--- config.mk ---
export PLATFORM = sky130hd
export DESIGN_NAME = knap_sweep
export DESIGN_NICKNAME = d
export VERILOG_FILES = /design/src/rtl/knap_pkg.sv /design/src/rtl/knap_mask_counter.sv /design/src/rtl/knap_sweep.sv
export SDC_FILE = /design/constraint.sdc
export NUM_CORES = 1
export LEC_CHECK = 0
export CORE_ASPECT_RATIO = 1.75
export CORE_MARGIN = 2
export CORE_UTILIZATION = 40
export DETAILED_ROUTE_END_ITERATION = 10
export MAX_ROUTING_LAYER = met4
export PLACE_DENSITY = 0.65
export SLEW_MARGIN = 20
export SYNTH_ARGS = -nofsm -noshare
export SYNTH_HDL_FRONTEND = slang
export SYNTH_SLANG_ARGS = --single-unit
--- constraint.sdc ---
create_clock -name clk -period 1.5 [get_ports clk]
set_clock_uncertainty 0.05 [all_clocks]
set_input_delay 0.375 -clock clk [delete_from_list [all_inputs] [get_ports clk]]
set_output_delay 0.375 -clock clk [all_outputs]
set_load 0.005 [all_outputs]
--- src/rtl/knap_pkg.sv ---
// Shared types and constants for the knapsack candidate sweep: FSM state type,
// default item count, and the item tables/limits the checker environment uses.
package knap_pkg;

    localparam int N_ITEMS_DEF = 11;

    typedef enum logic [1:0] {
        ST_IDLE = 2'd0,
        ST_RUN  = 2'd1,
        ST_DONE = 2'd2
    } knap_state_t;

    // Items A..K in bit order 0..10
    localparam int ITEM_VAL [N_ITEMS_DEF] = '{12, 7, 9, 3, 15, 5, 8, 11, 4, 6, 10};
    localparam int ITEM_WGT [N_ITEMS_DEF] = '{ 5, 3, 4, 2,  7, 3, 4,  6, 2, 3,  5};
    localparam int ITEM_VOL [N_ITEMS_DEF] = '{ 4, 6, 2, 5,  3, 4, 7,  2, 6, 3,  5};

    localparam int WGT_LIMIT = 20;
    localparam int VOL_LIMIT = 18;
    localparam int VAL_MIN   = 30;

endpackage

--- src/rtl/knap_mask_counter.sv ---
// Candidate mask counter: synchronous clear, count enable, and an all-ones flag
// marking the final mask of the sweep.
module knap_mask_counter #(
    parameter int N_ITEMS = 11
) (
    input  logic               clk,
    input  logic               rst,
    input  logic               clr,
    input  logic               en,
    output logic [N_ITEMS-1:0] count,
    output logic               last
);

    always_ff @(posedge clk or posedge rst) begin
        if (rst)
            count <= '0;
        else if (clr)
            count <= '0;
        else if (en)
            count <= count + {{(N_ITEMS-1){1'b0}}, 1'b1};
    end

    assign last = &count;

endmodule

--- src/rtl/knap_sweep.sv ---
// Exhaustive knapsack candidate sweep: steps sel through every mask, counts the
// masks the external checker accepts and records the lowest accepted one.
// Optional macro KNAP_SWEEP_EARLY_STOP_EN stops at the first accepted mask.
module knap_sweep
    import knap_pkg::*;
#(
    parameter int N_ITEMS = N_ITEMS_DEF
) (
    input  logic               clk,
    input  logic               rst,
    input  logic               start,
    output logic [N_ITEMS-1:0] sel,
    input  logic               valid_in,
    output logic               busy,
    output logic               done,
    input  logic               ack,
    output logic               found,
    output logic [N_ITEMS-1:0] first_hit,
    output logic [N_ITEMS:0]   hit_count
);

    knap_state_t state_q, state_d;
    logic        cnt_clr, cnt_en, cnt_last;

    knap_mask_counter #(.N_ITEMS(N_ITEMS)) u_cnt (
        .clk   (clk),
        .rst   (rst),
        .clr   (cnt_clr),
        .en    (cnt_en),
        .count (sel),
        .last  (cnt_last)
    );

    always_ff @(posedge clk or posedge rst) begin
        if (rst)
            state_q <= ST_IDLE;
        else
            state_q <= state_d;
    end

    always_comb begin
        state_d = state_q;
        cnt_clr = 1'b0;
        cnt_en  = 1'b0;
        case (state_q)
            ST_IDLE: begin
                if (start) begin
                    state_d = ST_RUN;
                    cnt_clr = 1'b1;
                end
            end
            ST_RUN: begin
`ifdef KNAP_SWEEP_EARLY_STOP_EN
                // sel freezes on the first accepted mask
                if (valid_in || cnt_last)
                    state_d = ST_DONE;
                else
                    cnt_en = 1'b1;
`else
                if (cnt_last)
                    state_d = ST_DONE;
                else
                    cnt_en = 1'b1;
`endif
            end
            ST_DONE: begin
                if (ack)
                    state_d = ST_IDLE;
            end
            default: state_d = ST_IDLE;
        endcase
    end

    // Results persist through DONE and IDLE; only a new start clears them
    always_ff @(posedge clk or posedge rst) begin
        if (rst) begin
            found     <= 1'b0;
            first_hit <= '0;
            hit_count <= '0;
        end else if (state_q == ST_IDLE && start) begin
            found     <= 1'b0;
            first_hit <= '0;
            hit_count <= '0;
        end else if (state_q == ST_RUN && valid_in) begin
            hit_count <= hit_count + {{N_ITEMS{1'b0}}, 1'b1};
            if (!found) begin
                found     <= 1'b1;
                first_hit <= sel;
            end
        end
    end

    assign busy = (state_q == ST_RUN);
    assign done = (state_q == ST_DONE);

endmodule

# Word level (Yosys, flattened, before mapping)
# Index checks and enable logic that the tools add are counted.
classes:
  n_addsub: 2
  mul: 0
  div_mod_pow: 0
  magnitude_cmp: 0
  eq_ne: 6
  shifts: 0
  mux: 17
  bitwise_logic: 0
  reduce_logical: 8
op_table:
  columns: ["operator", "count"]
  rows:
  - ["11-bit two-way mux", 5]
  - ["12-bit two-way mux", 2]
  - ["12-bit by 1-bit adder with 12-bit output (second input constant)", 1]
  - ["11-bit by 1-bit adder with 11-bit output (second input constant)", 1]
  - ["11-bit AND reduction", 1]
  - ["1-bit two-way mux", 6]
  - ["2-bit two-way mux", 3]
  - ["2-bit by 1-bit != test with 1-bit output (second input constant)", 3]
  - ["2-bit one-hot mux with 3 select lines", 1]
  - ["2-bit nonzero test", 2]
  - ["3-bit AND reduction", 1]
  - ["2-bit by 1-bit equality test with 1-bit output (second input constant)", 1]
  - ["2-bit equality test (second input constant)", 1]
  - ["1-bit logical AND", 2]
  - ["2-bit zero test", 1]
  - ["2-bit != test (second input constant)", 1]
  - ["2-bit AND reduction", 1]
word_totals:
  reg_bits: 37
  latchBits: 0
  mem_bits_rw: 0
  mem_bits_ro: 0
  inputBits: 5
  elab_cells: 38
  n_memories: 0

# Depth between registers and ports, before layout
# Gate-level depths: netlist of run 1.
logic_depth:
  ltp_word: 5
  mapped_depth: 7

# Cells and area by module
# A second synthesis of run 1 with hierarchy kept.
unflattened:
  cells_unflattened: 182
  hier_area_um2: 1824.2
by_module_without_submodules:
  columns: ["module", "n_inst", "cells_per_inst", "area_each_um2", "seq_area_each_um2"]
  rows:
  - ["knap_sweep", 1, 127, 1272.5, 650.6]
  - ["knap_mask_counter", 1, 55, 551.8, 275.3]

# Worst setup path before layout of run 1
# OpenSTA, ideal clock, no wires.
synth_timing:
  kind: "flip-flop to flip-flop"
  from: "register u_cnt.count[0]"
  to: "register u_cnt.count[9]"
  arrival_time_ps: 1510
  t_required_ps: 1373
  slack_ps: -137
  path_stages_with_launch: 6
  n_path_buf: 0
  period_less_slack_ps: 1637
  path_cell_list: "dfrtp_1 ha_1 nand3_1 o31ai_1 or4_1 a21oi_1"
synth_between:
  elab_chain_len: 4
  elab_cells_between_ends: 7
synth_rtl:
  columns: ["element", "line_no", "source"]
  rows:
  - ["start, declared", "knap_mask_counter.sv:10", "output logic [N_ITEMS-1:0] count,"]
  - ["start signal, assigned", "knap_mask_counter.sv:20", "count <= count + {{(N_ITEMS-1){1'b0}}, 1'b1};"]
  - ["branches (longest 4 deep; another with 11-bit by 1-bit adder with 11-bit output)", null, null]
# Parallel ways; which one is timed is not known. The select of a mux whose other input is x is not followed.
# A chain may end at the register's enable or synchronous reset.

# Worst setup path in the final report of run 1
layout_timing:
  from: "register state_q[1]"
  to: "register first_hit[1]"
layout_between:
  elab_chain_len: 4
  elab_cells_between_ends: 8
layout_rtl:
  columns: ["element", "line_no", "source"]
  rows:
  - ["start, declared", "knap_sweep.sv:22", "knap_state_t state_q, state_d;"]
  - ["start signal, assigned", "knap_sweep.sv:38", "state_q <= state_d;"]
  - ["2-bit zero test / 2-bit by 1-bit equality test with 1-bit output (equally long branches)", "knap_sweep.sv:80, knap_sweep.sv:84", null]
  - ["1-bit logical AND, on equally long branches", "knap_sweep.sv:80, knap_sweep.sv:84", null]
  - ["2-bit by 1-bit != test with 1-bit output (no line) / 2-bit nonzero test (equally long branches)", null, null]
  - ["2-bit AND reduction (no line)", null, null]
  - ["end signal, assigned", "knap_sweep.sv:88", "first_hit <= sel;"]
  - ["end, declared", "knap_sweep.sv:18", "output logic [N_ITEMS-1:0] first_hit,"]
# Several ways; a longest one is shown, not always the timed one.

==> results of run 1 <==
==> report_power, final <==
part	leakage, uW	switching, uW	internal (uW)
sequential	0.000459	59.3	1090
combinational	0.000951	277	315
clock	0.0000542	368	416
total	0.00146	704	1820
==> cell usage after synthesis, types with 3 or more instances <==
master   number
buf_2         3
nand3_1      13
mux2i_1       5
nor2_1       13
nand2_1      32
xnor2_1       5
xor2_1        3
dfrtp_1      37
inv_1         4
o21ai_0      17
nand4_1       4
nor3_1        5
==> kinds of logic (layout without fill, tap and decap cells) <==
group	Yosys count	in the layout	synth area share
AOI/OAI and AO/OA	28	28	0.0940
xor gates and xnor gates	8	8	0.0399
adders and majority gates	2	2	0.0142
buffers and inverters	13	118	0.0385
DFF	37	37	0.527
muxes	5	5	0.0285
and+or+nand+nor	86	86	0.258
==> layer usage <==
layer  share of wire  up-vias  GRT usage
li1                -      834          -
met1            0.36      863      0.219
met2            0.57       61      0.379
met3           0.041       18     0.0456
met4           0.028        0     0.0979
met5               0        -          -
==> state kept, by name, indices dropped and copies added (netlist names) <==
signal       flops
state_q          2
u_cnt.count     11
first_hit       11
found            1
hit_count       12
==> worst min-delay path: stages <==
cell and delay (ns):
clkdlybuf4s50_1 0.40, inv_1 0.09, buf_12 0.22
==> final cells by class <==
type / instances / area share
clock buffer: 7 / 0.0316
clock inverter: 1 / 0.00164
inverter: 5 / 0.00697
multi-input combinational: 129 / 0.320
sequential: 37 / 0.305
tap: 49 / 0.0201
timing repair buffer: 105 / 0.315
==> path summary, 6_finish.rpt <==
path	startpoint	end	slack, ns	cells after the start
min	rst	first_hit[2]$_DFFE_PP0P_	0.37	3
max in group asynchronous	rst	u_cnt.count[8]$_DFFE_PP0P_	0.81	3
min reg2reg	first_hit[0]$_DFFE_PP0P_	first_hit[0]$_DFFE_PP0P_	0.47	2
max reg2reg	state_q[1]$_DFFE_PP0P_	first_hit[1]$_DFFE_PP0P_	-0.20	6
max	state_q[1]$_DFFE_PP0P_	first_hit[1]$_DFFE_PP0P_	-0.20	6
min in group clk	first_hit[0]$_DFFE_PP0P_	first_hit[0]$_DFFE_PP0P_	0.47	2
==> repair_timing <==
item | CTS | global route
pin swaps | 4 | 17
cloned | 0 | 3
setup endpoints to repair | 65 | 40
hold buffers | 0 | 0
gates resized for setup | 62 | 51
setup buffers | 26 | 4
==> metrics by stage <==
| stage | worst slack [ns] | TNS [ns] | area [um2] | hold WS, ns |
|---|---|---|---|---|
| after global placement | -0.402 | -10.07 | 2490 | 0.412 |
| after CTS | -0.131 | -3.51 | 2780 | 0.392 |
| after global routing | -0.251 | -4.19 | 3050 | 0.398 |
| after floorplan | -0.0157 | -0.0157 | 1780 | 0.423 |
| final | -0.203 | -2.54 | 3050 | 0.374 |
| after detailed placement | -0.442 | -10.79 | 2490 | 0.420 |
==> metrics, run 1 <==
kind of end point of the critical path flop; Core Area 4190 um2; antenna-violating nets left 0; Synth area leader dfrtp_1; Area Growth Syn to Fin 73.7%; Multi-input gate area 976 um2; post-route insts no fill 333; io pins 42; Die Height 91.7 um; Starting Density 0.419; ys async rst share 1.00; WP data arrival 1.86 ns; Final Util 0.728; CP Max Fanout 6; die width 54.1 um; Tmin final 1.70 ns; count of cell types in the netlist 42; Power Dens Cells 826 nW/um2; CP peak stage delay 0.42 ns; P_leak 0.00146 uW; share of the synthesized area in the top cell type 0.527; CP startpoint kind flop; most frequent cells in the layout buf_4 (49), dfrtp_1 (33), dlygate4sd2_1 (32); Reg area 931 um2; DRC errors left 0; Max Cap Viol 0; largest net degree at the start of global routing 38; dominant cells by area after synthesis dfrtp_1 (53%), nand2_1 (6.8%), o21ai_0 (4.8%), nand3_1 (3.7%), mux2i_1 (2.8%); fraction of layout cells with a size suffix above 1 0.408; peak supply drop 0.766 mV; first-pass GRT wire length 7820 um; antenna violations before repair 0; CP max stage cell dfrtp_1; htree depth 2; WP data required 1.66 ns; Final WS setup -0.203 ns; Mapped Cells 179; crit-path cells buf_6 -> buf_6 -> or3b_4 -> o21a_4 -> clkbuf_16 -> o21ai_0; failing checks negative setup slack; register bit count reported by yosys 37; slew margin rel. 0.832; Num CTS Buffers 5; DRT Pass-1 Iters 4; Clock transition at path regs 0.08 ns; Avg Inst Size Synth 9.81 um2; Post-synth top flop dfrtp_1; slew of the pin with the lowest slew margin 0.249 ns; DRT Wirelength 5700 um; Mapped Area 1760 um2; CTS root buf clkbuf_8; fillers 318; Vias 1776; Worst-Skew Late Latency 0.30 ns; fin. max-slew vios 0; Final Wtd Congestion 0.850; DR vias/cell 5.33; CP top delay family buffers and inverters; Iter 0 DRT Violations 53; Mapped Nets 186; Final Hold Viols 0; post-layout net count 290; CTS tree yes; Max Clock Freq 0.587 GHz; Seq/Total Area, Yosys 0.527; most common cell after layout, fill and taps aside buf_4; Yosys warnings 0; gr ovfl total 0; RSZ-0062 raised after global routing yes; DP Wirelength 3280 um; Tcrit/Tclk final 1.14; number of synthesized flops with an enable pin 0; status complete, but fails checks; # rows 31; Hold Path Class in -> async; diode count 0; crit-path most repeated cell buf_6; number of global-route vias before repair 1758; # setup viols final 27; WP buf/inv 3; Max Root-Sink Buffers 2; drt wl/cell 17.1 um; Setup CP Type reg -> reg; clock sink count 37; dpl cells 295; die area 4960 um2; overall power 2520 uW; Global Route Usage Sum 0.217; IO Port Bufs 41
(Power assumes the default switching activity.)
==> inputs of run 2 (changes only) <==
--- a/config.mk
+++ b/config.mk
@@ -5,12 +5,14 @@
 export SDC_FILE = /design/constraint.sdc
 export NUM_CORES = 1
 export LEC_CHECK = 0
+export CELL_PAD_IN_SITES_DETAIL_PLACEMENT = 1
+export CELL_PAD_IN_SITES_GLOBAL_PLACEMENT = 1
 export CORE_ASPECT_RATIO = 1.75
 export CORE_MARGIN = 2
-export CORE_UTILIZATION = 40
+export CORE_UTILIZATION = 33
 export DETAILED_ROUTE_END_ITERATION = 10
 export MAX_ROUTING_LAYER = met4
-export PLACE_DENSITY = 0.65
+export PLACE_DENSITY = 0.7
 export SLEW_MARGIN = 20
 export SYNTH_ARGS = -nofsm -noshare
 export SYNTH_HDL_FRONTEND = slang
==> constraint.sdc (replaced) <==
create_clock -name clk -period 1.55 [get_ports clk]
set_clock_uncertainty 0.05 [all_clocks]
set_input_delay 0.3875 -clock clk [delete_from_list [all_inputs] [get_ports clk]]
set_output_delay 0.3875 -clock clk [all_outputs]
set_load 0.005 [all_outputs]
==> metrics, run 2 (synthesis gave the netlist of run 1 again) <==
Top reg by flops hit_count; met3 Usage GRT 0.0359; CTS root buf clkbuf_8; DRT Pass-1 Iters 4; slew margin rel. 0.756; slew of the pin with the lowest slew margin 0.363 ns; dpl ws -0.419 ns; DP Wirelength 3720 um; GR Util met2 0.525; failing checks negative setup slack; most common cell after layout, fill and taps aside buf_4; Power Dens Cells 799 nW/um2; htree depth 2; Hold Path Class in -> async; post-layout net count 321; CP startpoint kind flop; Max Root-Sink Buffers 2; kind of end point of the critical path flop; die width 59.2 um; Final WS setup -0.179 ns; WP data required 1.72 ns; io pins 42; clock sink count 37; DRT Wirelength 8900 um; max reg flops 12; number of global-route vias before repair 2149; biggest regs hit_count: 12 flops, first_hit: 11 flops, u_cnt.count: 11 flops; post-route insts no fill 370; grt met1 use 0.269; fin. max-slew vios 0; GRT busiest layer met2; Max Clock Freq 0.578 GHz; Post-CTS Hold Buffers 0; Die Height 101 um; P_leak 0.00169 uW; DRC errors left 0; Starting Density 0.337; # rows 35; Vias 2047; most frequent cells in the layout buf_4 (68), dfrtp_1 (37), dlygate4sd2_1 (29); worst hold slack 0.401 ns; FF-to-FF path depth 6; drt wl/cell 24.0 um; RSZ-0062 raised after global routing yes; Setup CP Type reg -> reg; Iter 0 DRT Violations 65; Tcrit/Tclk final 1.12; r2r startpoint u_cnt.count[0]$_DFFE_PP0P_; fillers 518; Worst-Skew Late Latency 0.31 ns; Final Hold Viols 0; Area Growth Syn to Fin 105%; Clock transition at path regs 0.09 ns; diode count 0; CTS tree yes; CP Max Fanout 4; Max Cap Viol 0; Final Wtd Congestion 0.735; DR vias/cell 5.53; fraction of layout cells with a size suffix above 1 0.559; gr ovfl total 0; dpl cells 306; first-pass GRT wire length 11700 um; antenna-violating nets left 0; reg-to-reg slack, setup -0.18 ns; Global Route Usage Sum 0.282; die area 5950 um2; total negative slack -3.96 ns; Final Util 0.691; antenna violations before repair 0; IO Port Bufs 41; status complete, but fails checks; WP data arrival 1.90 ns; Num CTS Buffers 5; largest net degree at the start of global routing 38; Worst R2R End u_cnt.count[7]$_DFFE_PP0P_; Core Area 5210 um2; # setup viols final 33; Tmin final 1.73 ns; peak supply drop 0.790 mV
run 2: cell types whose count changed in the layout (fill, tap and decap cells not counted), moves of 6 or more:
cell | before | now
nand3_1 | 12 | 5
nand3_2 | 0 | 7
nand2_4 | 5 | 14
o21ai_0 | 7 | 1
nand2_1 | 23 | 14
buf_6 | 12 | 19
buf_4 | 49 | 68
run 2: through the flow:
| stage | total power [uW] | cell area, um2 |
|---|---|---|
| floorplan | 1300 | 1760 |
| detailed placement | 1610 | 2520 |
| finish | 2870 | 3600 |
| CTS | 2720 | 3300 |
| global placement | 1600 | 2520 |
| global route | 2990 | 3600 |
run 2: layout make-up:
type,count,area [um2],share of cell area
Clock buffer,5,68.8,0.0191
Clock inverter,3,68.8,0.0191
Inverter,5,23.8,0.00660
Multi-Input combinational cell,129,1170,0.326
Sequential cell,37,926,0.257
Tap cell,55,68.8,0.0191
Timing Repair Buffer,136,1270,0.352
run 2: what timing repair did:
action,4_1_cts,5_1_grt
pin swaps,24,20
endpoints found under the setup margin,61,46
buffers inserted,42,12
gates cloned,4,0
resized for setup,125,60
run 2: worst max path at each step:
stage	depth (start not counted)	to	slack, ns	from
after floorplan	5	u_cnt.count[9]$_DFFE_PP0P_	-0.008	u_cnt.count[0]$_DFFE_PP0P_
after CTS	8	first_hit[8]$_DFFE_PP0P_	-0.10	state_q[1]$_DFFE_PP0P_
final	6	u_cnt.count[7]$_DFFE_PP0P_	-0.18	u_cnt.count[0]$_DFFE_PP0P_
after detailed placement	6	hit_count[9]$_DFFE_PP0P_	-0.42	valid_in
after global placement	6	hit_count[9]$_DFFE_PP0P_	-0.36	valid_in
after global routing	8	first_hit[7]$_DFFE_PP0P_	-0.19	state_q[1]$_DFFE_PP0P_
run 2: layer usage:
layer | part of all wire | vias up
li1 | - | 902
met1 | 0.36 | 1039
met2 | 0.54 | 71
met3 | 0.031 | 35
met4 | 0.066 | 0
met5 | 0 | -
run 2: worst max-delay path, cell delays in order, from the launching register on:
cell,delay [ns]
dfrtp_1,0.42
buf_6,0.13
buf_4,0.13
nand3_1,0.17
buf_4,0.21
nor3_2,0.25
mux2i_1,0.28
run 2: power breakdown:
part | leakage, uW | switching (uW) | internal [uW]
registers | 0.000464 | 58.1 | 1050
logic | 0.00116 | 348 | 365
clock network | 0.0000687 | 408 | 648
